File: config.mk
export PLATFORM = sky130hd
export DESIGN_NAME = alu_issue_unit_flat
export DESIGN_NICKNAME = d
export VERILOG_FILES = /design/src/rtl/alu_issue_unit_if.sv /design/src/rtl/alu_issue_unit.sv /design/src/flat_wrapper.sv
export SDC_FILE = /design/constraint.sdc
export NUM_CORES = 1
export LEC_CHECK = 0
export ABC_AREA = 1
export CORE_MARGIN = 2
export CORE_UTILIZATION = 46
export DETAILED_ROUTE_END_ITERATION = 8
export MAX_ROUTING_LAYER = met4
export PLACE_DENSITY_LB_ADDON = 0.05
export RECOVER_POWER = 50
export SYNTH_ARGS = -nofsm -noshare
export SYNTH_HDL_FRONTEND = slang
export SYNTH_SLANG_ARGS = --single-unit
File: constraint.sdc
create_clock -name i_clk -period 3.25 [get_ports i_clk]
set_input_delay 0.325 -clock i_clk [delete_from_list [all_inputs] [get_ports i_clk]]
set_output_delay 0.325 -clock i_clk [all_outputs]
set_load 0.01 [all_outputs]
File: src/rtl/alu_issue_unit_if.sv
// ---------------------------------------------------------------------------
// alu_issue_unit_if
//
// Purpose: bundles the three buses of the ALU issue unit into one interface.
//   - request handshake (issuer -> unit): operation select, operands, tag
//   - ALU drive/return (unit <-> combinational ALU)
//   - result handshake (unit -> writeback): captured result, cmp, tag
//
// Modports:
//   slave  : seen by alu_issue_unit (accepts requests, drives ALU, presents results)
//   master : seen by the environment (issuer, ALU and writeback side)
//
// Optional feature macro: ALU_ISSUE_BRANCH_EN adds the branch request fields
// (reqIsBranch, reqPc, reqImm) and branch result fields (resTaken, resTarget).
// ---------------------------------------------------------------------------
interface alu_issue_unit_if #(
  parameter int WIDTH = 16,
  parameter int TAG_W = 5
);

  // Request handshake
  logic             reqValid;
  logic             reqReady;
  logic [2:0]       reqFunct3;
  logic [WIDTH-1:0] reqA;
  logic [WIDTH-1:0] reqB;
  logic [TAG_W-1:0] reqTag;

  // ALU drive and return
  logic [2:0]       aluFunct3;
  logic [WIDTH-1:0] aluA;
  logic [WIDTH-1:0] aluB;
  logic [WIDTH-1:0] aluOut;
  logic             aluCmp;

  // Result handshake
  logic             resValid;
  logic             resReady;
  logic [WIDTH-1:0] resValue;
  logic             resCmp;
  logic [TAG_W-1:0] resTag;

`ifdef ALU_ISSUE_BRANCH_EN
  // Branch request fields and branch result fields
  logic             reqIsBranch;
  logic [WIDTH-1:0] reqPc;
  logic [WIDTH-1:0] reqImm;
  logic             resTaken;
  logic [WIDTH-1:0] resTarget;
`endif

  // The issue unit's view of the buses
  modport slave (
    input  reqValid, reqFunct3, reqA, reqB, reqTag,
    output reqReady,
    output aluFunct3, aluA, aluB,
    input  aluOut, aluCmp,
    output resValid, resValue, resCmp, resTag,
    input  resReady
`ifdef ALU_ISSUE_BRANCH_EN
    ,
    input  reqIsBranch, reqPc, reqImm,
    output resTaken, resTarget
`endif
  );

  // The environment's view of the buses
  modport master (
    output reqValid, reqFunct3, reqA, reqB, reqTag,
    input  reqReady,
    input  aluFunct3, aluA, aluB,
    output aluOut, aluCmp,
    input  resValid, resValue, resCmp, resTag,
    output resReady
`ifdef ALU_ISSUE_BRANCH_EN
    ,
    output reqIsBranch, reqPc, reqImm,
    input  resTaken, resTarget
`endif
  );

endinterface

File: src/rtl/alu_issue_unit.sv
// ---------------------------------------------------------------------------
// alu_issue_unit
//
// Purpose: sequential initiator and result collector for the 16-bit
// combinational ALU of the multi-cycle datapath. One request is accepted,
// its operands are registered and drive the ALU for one cycle, the ALU
// result and cmp flag are captured into the result stage, and the tagged
// result is offered to writeback.
//
// Ports:
//   i_clk     rising-edge clock
//   i_rst_n   synchronous active-low reset
//   i_flush   abort any in-flight operation (forces IDLE, drops res valid)
//   o_busy    high while an operation is in EXEC or waiting in DONE
//   bus       alu_issue_unit_if.slave: request, ALU and result buses
//
// Optional feature macro: ALU_ISSUE_BRANCH_EN latches branch PC/offset with
// the request and produces a taken flag and a wrapped branch target along
// with the result.
// ---------------------------------------------------------------------------
module alu_issue_unit #(
  parameter int WIDTH = 16,
  parameter int TAG_W = 5
) (
  input  logic                 i_clk,
  input  logic                 i_rst_n,
  input  logic                 i_flush,
  output logic                 o_busy,
  alu_issue_unit_if.slave      bus
);

  typedef enum logic [1:0] {
    IDLE = 2'd0,
    EXEC = 2'd1,
    DONE = 2'd2
  } state_t;

  state_t           r_state;

  // Operand registers: they drive the ALU directly and keep their value
  // until the next accept, so a flush leaves them untouched.
  logic [2:0]       r_opFunct3;
  logic [WIDTH-1:0] r_opA;
  logic [WIDTH-1:0] r_opB;
  logic [TAG_W-1:0] r_opTag;

  // Result registers
  logic             r_resValid;
  logic [WIDTH-1:0] r_resValue;
  logic             r_resCmp;
  logic [TAG_W-1:0] r_resTag;

`ifdef ALU_ISSUE_BRANCH_EN
  logic             r_opIsBranch;
  logic [WIDTH-1:0] r_opPc;
  logic [WIDTH-1:0] r_opImm;
  logic             r_resTaken;
  logic [WIDTH-1:0] r_resTarget;
`endif

  logic             w_reqReady;
  logic             w_accept;

  // A new request can enter when the unit is empty, or when the result in
  // DONE is being consumed this same edge (back-to-back issue). Flush blocks
  // acceptance so an aborted cycle never starts new work.
  assign w_reqReady = !i_flush &&
                      ((r_state == IDLE) || ((r_state == DONE) && bus.resReady));
  assign w_accept   = bus.reqValid && w_reqReady;

  // Main control and datapath registers. Operand latching is done on any
  // accept, independent of which state allowed it; the case statement only
  // decides the next state and the result stage.
  always_ff @(posedge i_clk) begin
    if (!i_rst_n) begin
      r_state      <= IDLE;
      r_opFunct3   <= '0;
      r_opA        <= '0;
      r_opB        <= '0;
      r_opTag      <= '0;
      r_resValid   <= 1'b0;
      r_resValue   <= '0;
      r_resCmp     <= 1'b0;
      r_resTag     <= '0;
`ifdef ALU_ISSUE_BRANCH_EN
      r_opIsBranch <= 1'b0;
      r_opPc       <= '0;
      r_opImm      <= '0;
      r_resTaken   <= 1'b0;
      r_resTarget  <= '0;
`endif
    end else if (i_flush) begin
      r_state    <= IDLE;
      r_resValid <= 1'b0;
    end else begin
      if (w_accept) begin
        r_opFunct3   <= bus.reqFunct3;
        r_opA        <= bus.reqA;
        r_opB        <= bus.reqB;
        r_opTag      <= bus.reqTag;
`ifdef ALU_ISSUE_BRANCH_EN
        r_opIsBranch <= bus.reqIsBranch;
        r_opPc       <= bus.reqPc;
        r_opImm      <= bus.reqImm;
`endif
      end

      unique case (r_state)
        IDLE: begin
          if (w_accept) begin
            r_state <= EXEC;
          end
        end

        EXEC: begin
          r_resValue  <= bus.aluOut;
          r_resCmp    <= bus.aluCmp;
          r_resTag    <= r_opTag;
`ifdef ALU_ISSUE_BRANCH_EN
          r_resTaken  <= bus.aluCmp && r_opIsBranch;
          r_resTarget <= r_opPc + r_opImm;
`endif
          r_resValid  <= 1'b1;
          r_state     <= DONE;
        end

        DONE: begin
          // Without resReady everything holds, keeping res_* stable.
          if (bus.resReady) begin
            r_resValid <= 1'b0;
            r_state    <= w_accept ? EXEC : IDLE;
          end
        end

        default: begin
          r_state    <= IDLE;
          r_resValid <= 1'b0;
        end
      endcase
    end
  end

  assign bus.reqReady  = w_reqReady;

  assign bus.aluFunct3 = r_opFunct3;
  assign bus.aluA      = r_opA;
  assign bus.aluB      = r_opB;

  assign bus.resValid  = r_resValid;
  assign bus.resValue  = r_resValue;
  assign bus.resCmp    = r_resCmp;
  assign bus.resTag    = r_resTag;

`ifdef ALU_ISSUE_BRANCH_EN
  assign bus.resTaken  = r_resTaken;
  assign bus.resTarget = r_resTarget;
`endif

  assign o_busy = (r_state != IDLE);

endmodule

File: src/flat_wrapper.sv
// flat-port wrapper written by rule: the top's interface ports become plain ports
module alu_issue_unit_flat 
#(
  parameter int WIDTH = 16,
  parameter int TAG_W = 5
)
  (i_clk, i_rst_n, i_flush, o_busy, bus_reqValid, bus_reqFunct3, bus_reqA, bus_reqB, bus_reqTag, bus_reqReady, bus_aluFunct3, bus_aluA, bus_aluB, bus_aluOut, bus_aluCmp, bus_resValid, bus_resValue, bus_resCmp, bus_resTag, bus_resReady);
  alu_issue_unit_if #(.WIDTH(WIDTH), .TAG_W(TAG_W)) bus_i ();
  input  logic i_clk;
  input  logic i_rst_n;
  input  logic i_flush;
  output logic o_busy;
  input wire logic [$bits(bus_i.reqValid)-1:0] bus_reqValid;
  input wire logic [$bits(bus_i.reqFunct3)-1:0] bus_reqFunct3;
  input wire logic [$bits(bus_i.reqA)-1:0] bus_reqA;
  input wire logic [$bits(bus_i.reqB)-1:0] bus_reqB;
  input wire logic [$bits(bus_i.reqTag)-1:0] bus_reqTag;
  output wire logic [$bits(bus_i.reqReady)-1:0] bus_reqReady;
  output wire logic [$bits(bus_i.aluFunct3)-1:0] bus_aluFunct3;
  output wire logic [$bits(bus_i.aluA)-1:0] bus_aluA;
  output wire logic [$bits(bus_i.aluB)-1:0] bus_aluB;
  input wire logic [$bits(bus_i.aluOut)-1:0] bus_aluOut;
  input wire logic [$bits(bus_i.aluCmp)-1:0] bus_aluCmp;
  output wire logic [$bits(bus_i.resValid)-1:0] bus_resValid;
  output wire logic [$bits(bus_i.resValue)-1:0] bus_resValue;
  output wire logic [$bits(bus_i.resCmp)-1:0] bus_resCmp;
  output wire logic [$bits(bus_i.resTag)-1:0] bus_resTag;
  input wire logic [$bits(bus_i.resReady)-1:0] bus_resReady;
  assign bus_i.reqValid = bus_reqValid;
  assign bus_i.reqFunct3 = bus_reqFunct3;
  assign bus_i.reqA = bus_reqA;
  assign bus_i.reqB = bus_reqB;
  assign bus_i.reqTag = bus_reqTag;
  assign bus_reqReady = bus_i.reqReady;
  assign bus_aluFunct3 = bus_i.aluFunct3;
  assign bus_aluA = bus_i.aluA;
  assign bus_aluB = bus_i.aluB;
  assign bus_i.aluOut = bus_aluOut;
  assign bus_i.aluCmp = bus_aluCmp;
  assign bus_resValid = bus_i.resValid;
  assign bus_resValue = bus_i.resValue;
  assign bus_resCmp = bus_i.resCmp;
  assign bus_resTag = bus_i.resTag;
  assign bus_i.resReady = bus_resReady;
  alu_issue_unit #(.WIDTH(WIDTH), .TAG_W(TAG_W)) u_core (.i_clk(i_clk), .i_rst_n(i_rst_n), .i_flush(i_flush), .o_busy(o_busy), .bus(bus_i));
endmodule
* Word-level counts from Yosys, hierarchy flattened
Cells that the tools add are included.
** Operators by class
- Muxes and demuxes :: 6
- Bitwise operators :: 3
- Reduce and logical (&&, ||, !) cells :: 12
- Eq/ne operators :: 4
** Operators with widths (count)
- AND reduction 2 bit :: 4
- case mux 2 bit (3 select lines) :: 1
- two-way mux 2 bit :: 2
- logical AND 1 bit :: 3
- inverter 1 bit :: 3
- case mux 1 bit (3 select lines) :: 1
- equality test 2 x 1 -> 1 bit, second input constant :: 1
- equality test 2 bit, second input constant :: 1
- logical NOT 2 bit :: 1
- two-way mux 1 bit :: 2
- != test 2 x 1 -> 1 bit, second input constant :: 1
- != test 2 bit, second input constant :: 1
- nonzero test 2 bit :: 1
- OR reduction 2 bit :: 1
- logical NOT 1 bit :: 1
- logical OR 1 bit :: 1
** Storage, ports and cells
- Word-level logic and storage cells :: 34
- Output and inout port bits :: 60
- Bits in registers :: 65
- Input port bits :: 62

* Depth between registers and ports, before layout
Gate-level depths: netlist (run 1).
- Depth in word-level cells :: 8
- Mapped depth :: 7
- Mapped depth without buffers :: 6

* Worst setup path after synthesis (run 1)
No wires, ideal clock.
- Path kind :: input to output
- Start :: in bus_resReady
- End :: out bus_reqReady
- Arrival time :: 0.962 ns
- Data required time :: 2.925 ns
- Path buffers :: 1
- Stages :: 4
- Slack :: 1.963 ns
- Cell sequence :: inv_1 nand2_1 clkbuf_1 and2_1
** Between the ends
- Word-level cells in the longest chain between the ends :: 3
** Ends and longest elaborated chain
- start, declared :: RTL line flat_wrapper.sv:28 : input wire logic [$bits(bus_i.resReady)-1:0] bus_resReady;
- logical AND 1 bit :: RTL line alu_issue_unit.sv:68 : ((r_state == IDLE) || ((r_state == DONE) && bus.resReady));
- logical OR 1 bit :: RTL line alu_issue_unit.sv:68
- logical AND 1 bit :: RTL line alu_issue_unit.sv:67 : assign w_reqReady = !i_flush &&
- end, declared :: RTL line flat_wrapper.sv:18 : output wire logic [$bits(bus_i.reqReady)-1:0] bus_reqReady;
No other way between the ends.

* Final worst setup path (run 1)
- Start :: in i_flush
- End :: out bus_reqReady
** Between the ends
- Word-level cells in the longest chain between the ends :: 2
** Ends and longest elaborated chain
- start, declared :: RTL line flat_wrapper.sv:11 : input logic i_flush;
- logical NOT 1 bit :: RTL line alu_issue_unit.sv:67
- logical AND 1 bit :: RTL line alu_issue_unit.sv:67
No other way between the ends.

==> out/results.txt, run 1 <==
The run finished with clean final reports. For the number of H-tree branching levels, the log shows 3. In the post-synthesis netlist, the biggest area contributors are sky130_fd_sc_hd__dfxtp_1 (44%), sky130_fd_sc_hd__nand2_1 (16%), sky130_fd_sc_hd__inv_1 (16%), sky130_fd_sc_hd__nand4_1 (8.4%), sky130_fd_sc_hd__nor2_1 (5.3%). The global route total overflow was 0; the fraction of layout instances using a drive strength above 1 was 4.03%. The tool flagged a number of max-cap violations equal to 0. Leaving out filler cells and counting taps, the final layout contains 649. In this run the cell area of the synthesized design comes to 0.00296 mm2. Setup repair after global routing left no endpoint under its margin. On the final layout, the worst clock skew is 0.00707 ns. Entering global routing, the biggest net connects 41 pins.

Measured along the y axis, the die boundary spans 84.2 um. In this run the deepest clock path goes through 2 buffers. Dividing the synthesized area by the synthesized cell count gives 6.48 um2.

The first-pass iteration count of the detailed router is 4. The worst pin sits at a relative slew slack of 45.9%. The path class of the tightest hold or removal check is reg2reg. The root buffer cell chosen for the clock tree is sky130_fd_sc_hd__clkbuf_8.

After floorplanning, the core was divided into 29 placement rows. Part of the Yosys area used for sequential elements: 43.9%. After detailed routing, the number of vias per cell comes to 4.56. The total DRC errors in the routed layout was 0; the number of ports placed on the die boundary was 122. The first-pass GRT wire length is 12,300 um.

In this run the power density over the cells is 433 mW/mm2. Of all cell types, the one taking the most synthesized area is sky130_fd_sc_hd__dfxtp_1. The total via count after detailed routing is 2,961, and the total routing usage reported by global routing is 21.8%.

The final count of pins violating max slew came out at 0. For the pin with the worst max-slew slack, the measured transition is 0.809 ns. The critical path is of the in2out type.

The core region is 0.00628 mm2. The number of global-route vias before repair came out at 2,787. The final layout contains routed wiring with a total length of 7140 um. STA puts the critical path data required time at 2.92 ns. The run gives 0 as the final count of hold timing violations.

The tightest hold path in the finished design has a slack of 0.460 ns. The logs give 0.696 ns for the minimum setup slack after placement and 632 for the instance count after placement with tap cells included. The library cell used most frequently in the layout, excluding fill and tap cells, is sky130_fd_sc_hd__nand2_1. The area growth from synthesis to layout is 48.2%.

The maximum achievable frequency is 0.413 GHz. Data on the critical path arrives at its endpoint at 2.10 ns. Post-detailed-route wirelength per cell: 11.0 um. VDD sags by at most 0.000269 V. Synthesis produced a netlist with a net count of 519. The leakage power of the design is 2.27 nW.

Port buffering added 121 buffers. Setup violations remaining at the end of the flow were counted as 0. The remaining antenna violation count came out at 0. The tools report the number of warnings reported in the yosys synthesis log as 0.

Routability-driven placement finished with a final weighted congestion of 0.802. In the finished design, the share of the clock period the worst path needs comes to 74.6%. The die covers 0.00710 mm2. Leaving out fill and tap cells, the most frequent cells in the layout are sky130_fd_sc_hd__nand2_1 (127), sky130_fd_sc_hd__inv_1 (124), sky130_fd_sc_hd__dfxtp_1 (65). The area fraction of the dominant cell type after synthesis was 43.9%. The tools report the startpoint kind of the worst setup timing path as an input port.

The count of different cell masters after synthesis was 18; the clock buffer count from CTS was 9. The run gives 47.2% as the effective utilization at floorplan. The count of state elements after synthesis is 65. Once the clock tree was built, the resizer swapped 0 gates to a different size. The logs give 0.33 ns for the clock latency on the worst-skew pair and 0 for the buffer count from post-CTS setup fixing. For the number of violations reported at the end of detailed-routing iteration 0, the log shows 168. The run gives 1.90 mW as the overall power of the completed layout. Buffers inserted to repair hold after CTS numbered 0. STA classifies the critical path endpoint as an output pin. Final-stage net count: 628.

The critical-path maximum fanout was 19; the final critical delay including setup and external delays was 2.42 ns. TritonCTS built the clock tree. The clock slew at the register clock pins of the worst setup and hold paths was 0.07 ns. CTS saw 65 sinks.

After technology mapping, the gate count stands at 457. Summed over all failing endpoints, the final setup total negative slack is 0 ns. The horizontal die dimension was 84.2 um.

In the post-route analysis, the smallest setup slack over all paths is 0.827 ns. HPWL after detailed placement: 4920 um. The number of antenna violations at the first check in global routing came out at 1.
report_power, final:
part | switching (mW) | internal, mW | total (mW)
clock network | 0.294 | 0.428 | 0.722
registers | 0.0210 | 0.838 | 0.859
logic | 0.152 | 0.166 | 0.317
final timing paths:
| check | start | endpoint | slack, ns | cells past startpoint |
|---|---|---|---|---|
| worst max-delay path | i_flush | bus_reqReady | 0.83 | 4 |
| worst min-delay path | u_core.bus.resTag[3] | u_core.bus.resTag[3] | 0.46 | 2 |
| worst max register to register | u_core.r_state[1] | u_core.bus.aluB[6] | 1.18 | 6 |
| worst min register to register | u_core.bus.resTag[3] | u_core.bus.resTag[3] | 0.46 | 2 |
per-stage QoR:
| stage | area (um2) | util, % |
|---|---|---|
| floorplan | 2960 | - |
| global placement | 4180 | 66.5 |
| detailed placement | 4180 | 66.5 |
| CTS | 4390 | 69.9 |
| global route | 4390 | 69.9 |
| finish | 4390 | 69.9 |
synthesized netlist by cell type (all sizes together):
library cell  number
a21boi             1
a21oi             23
and2               1
buf               15
clkbuf            13
dfxtp             65
inv              124
nand2            127
nand3              2
nand3b             1
nand4             40
nor2              44
o21ai              1
state kept, by name, indices dropped and copies added, names as in the netlist:
signal / cells
u_core.bus.aluA: 16
u_core.bus.aluB: 16
u_core.bus.resValue: 16
u_core.bus.resTag: 5
u_core.r_opTag: 5
u_core.bus.aluFunct3: 3
u_core.r_state: 2
u_core.bus.resCmp: 1
u_core.bus.resValid: 1
worst max-delay path: stages:
cell and delay (ns):
sky130_fd_sc_hd__dlygate4sd3_1 0.64, sky130_fd_sc_hd__nor2_4 0.40, sky130_fd_sc_hd__and2_1 0.20, sky130_fd_sc_hd__clkdlybuf4s50_1 0.53
cell families (layout without fill, tap and decap cells):
group | Yosys count | after routing | synth area share (%)
AOI/OAI and AO/OA | 25 | 25 | 4.31
buffers and inverters | 152 | 266 | 20.2
DFF | 65 | 65 | 43.9
other | 0 | 1 | 0
and+or+nand+nor | 215 | 215 | 31.6
cell type report:
type / instances / area, um2
repair buffers: 126 / 1250
clock buffers: 10 / 128
diodes: 1 / 2.50
flip-flops and latches: 65 / 1300
clock inverters: 6 / 82.6
multi-input cells: 240 / 1060
inverters: 124 / 465
well taps: 77 / 96.3
fillers: 559 / 1890
per-layer routing:
layer	wire length, um	track usage, %
met1	3150	25.2
met2	3400	37.9
met3	531	4.52
met4	59	6.60
met5	0	-
Note: power is estimated with default switching activity, not from simulation.
==> run 2: changes to the inputs <==
Settings changed: CORE_UTILIZATION 46 to 39.
Clock period 3.25 ns to 2.17 ns, I/O delays scaled along.
==> run 2 against run 1 <==
Against the previous run: via count fell by 1.8%; design area rose by 2.7%; total power rose by 66%; hold slack got worse by 0.037 ns; flip-flop and latch count did not move.
==> out/results.txt, run 2 (synthesized netlist as in run 1, its figures left out) <==
The number of placed instances, taps included, is 658. The logs give 42.0% for the relative slew slack and 675 for the number of non-filler instances in the completed layout. The tools report the type of element capturing the critical path as an output pin. For the final database, setup skew stands at 0.00793 ns. The critical path arrival is 1.68 ns, and the via density per instance is 4.31. From synthesis to final layout, the design area changed by 52.1%. Counting instances, the worst hold path has a depth of 3. The total clock sinks is 65, and the worst setup slack for register-to-register paths is 0.53 ns. VDD sags by at most 0.000371 V. After detailed routing, the number of remaining DRC violations is 0.

The capture point of the critical path is bus_reqReady. The startpoint identified for the worst register-to-register timing path is u_core.r_state[0]. The run gives 3360 um as the met1 routed wirelength after detailed routing. For this design, the CTS-stage hold fixing added 0 buffers. The final count of pins violating max slew was 0. The pre-antenna-repair detailed-routing pass consisted of 4 iterations. The worst register-to-register path has a depth of 6.

The H-tree generated during clock tree synthesis spans 3 levels. The critical path is of the in2out type. The detailed-routed wire length on met3 came out at 591 um. Once detailed placement completed, the half-perimeter wirelength came to 5000 um. The remaining antenna violation count came out at 0. The total met2 wirelength after detailed routing is 3260 um. The post-layout utilization of the core was 61.8%; the die area was 0.00831 mm2. The critical path starts at i_flush. The detailed router finished its first iteration with 108 violations. The clock buffer count from CTS is 9, and the reported max-cap violation count is 0.

In this design, the stage delay of the slowest critical-path cell is 0.63 ns. STA classifies the critical path startpoint as an input port. The analysis attributes to cell leakage a power of 2.23 nW. The critical path goes through dlygate4sd3_1, nor2_4, and2_1, clkdlybuf4s50_1.

The number of global-route vias before repair was 2,669; the number of input and output port buffers inserted was 121. For the pin with the worst max-slew slack, the measured transition is 0.869 ns. The tools report the total routing usage reported by global routing as 18.5%.

Setup total negative slack on the finished layout was measured at 0 ns. The clock period could shrink to 1.90 ns. The minimum setup slack in the final design was 0.272 ns; the buffer count from post-CTS setup fixing was 0. The weighted congestion at the end of routability-driven global placement came out at 0.745. In this run the count of I/O pins placed on the die edge is 122.

The largest net degree at the start of global routing came out at 41. For the data required time at the worst endpoint, the log shows 1.95 ns. Once the floorplan was initialized, standard cells occupied 40.6% of the core. For the number of standard-cell rows in the floorplan, the log shows 31.

The core region is 0.00729 mm2. Setup repair after global routing left no endpoint under its margin. Summed over all layers, the global routing overflow is 0. The clock slew at the register clock pins of the worst setup and hold paths was 0.07 ns; the horizontal die dimension was 91.1 um. For the minimum setup slack after placement, the log shows 0.325 ns. Cells with a size suffix above 1 make up 4.70% of the layout. Leaving out fill and tap cells, the most frequent cell in the layout is sky130_fd_sc_hd__nand2_1. The maximum number of buffers from clock root to sink is 2, and the final count of hold timing violations is 0.

The post-detailed-route wirelength per cell works out to 10.8 um. The clock latency on the worst-skew pair was 0.34 ns. Along the worst path, the maximum fanout reaches 4. Once the clock tree was built, the resizer swapped 0 gates to a different size.

The final layout contains 632 nets. In the finished design, the share of the clock period the worst path needs comes to 87.5%. The run finished with clean final reports. The final route contains 2,908 vias. Timing would allow up to 0.527 GHz. The slowest stage of the critical path belongs to the cell sky130_fd_sc_hd__dlygate4sd3_1. The CTS root buffer is sky130_fd_sc_hd__clkbuf_8. For this design the ratio of total power to cell area is 698 mW/mm2. For this block, the routed nets add up to 7300 um of wire. The run gives 1 as the number of antenna violations at the first check in global routing.

Leaving out fill and tap cells, the most frequent cells in the layout are sky130_fd_sc_hd__nand2_1 (127), sky130_fd_sc_hd__inv_1 (124), sky130_fd_sc_hd__clkdlybuf4s50_1 (91). The min-delay analysis places its worst path in the category in2reg. TritonCTS built the clock tree.

The worst register-to-register path ends at u_core.bus.aluB[9]. Setup violations remaining at the end of the flow were counted as 0. The highest metal layer carrying signal wires in the routed design is met4.

The die boundary height came out at 91.1 um. The first global-routing pass estimated 12,100 um of wire.
run 2: stage by stage:
stage	power, mW	area, um2	hold slack [ns]
floorplan	1.55	2960	0.360
global placement	1.81	4250	0.450
detailed placement	1.82	4250	0.453
CTS	3.20	4510	0.411
global route	3.29	4500	0.420
finish	3.14	4500	0.423
run 2: cell type report:
| type | instances | area [um2] |
|---|---|---|
| Antenna cell | 1 | 2.50 |
| Multi-Input combinational cell | 240 | 1050 |
| Clock buffer | 9 | 124 |
| Inverter | 124 | 465 |
| Timing Repair Buffer | 130 | 1290 |
| Fill cell | 731 | 2790 |
| Clock inverter | 7 | 143 |
| Sequential cell | 65 | 1300 |
| Tap cell | 99 | 124 |
run 2: layer usage:
metal,global-route usage [%],vias up
li1,-,1562
met1,21.6,1247
met2,29.9,91
met3,5.98,8
met4,6.82,0
met5,-,-
run 2: report_power, final:
group / total, mW / internal (mW) / switching, mW
Clock: 1.37 / 0.881 / 0.484
Combinational: 0.490 / 0.264 / 0.227
Sequential: 1.29 / 1.25 / 0.0317
Total: 3.14 / 2.40 / 0.743
run 2: worst min-delay path by stage:
stage                     slack, ns                 endpoint               from
final                          0.42  u_core.bus.resValue[10]     bus_aluOut[10]
after global routing           0.42        u_core.bus.resCmp         bus_aluCmp
after CTS                      0.41  u_core.bus.resValue[10]     bus_aluOut[10]
after detailed placement       0.45     u_core.bus.resTag[4]  u_core.r_opTag[4]
after global placement         0.45     u_core.bus.resTag[3]  u_core.r_opTag[3]
after floorplan                0.36        u_core.bus.resCmp         bus_aluCmp
run 2: worst max-delay path: cells and delay by family:
kind | cells | cell delay, ns
buffers and inverters | 2 | 1.19
AND/OR/NAND/NOR | 2 | 0.27
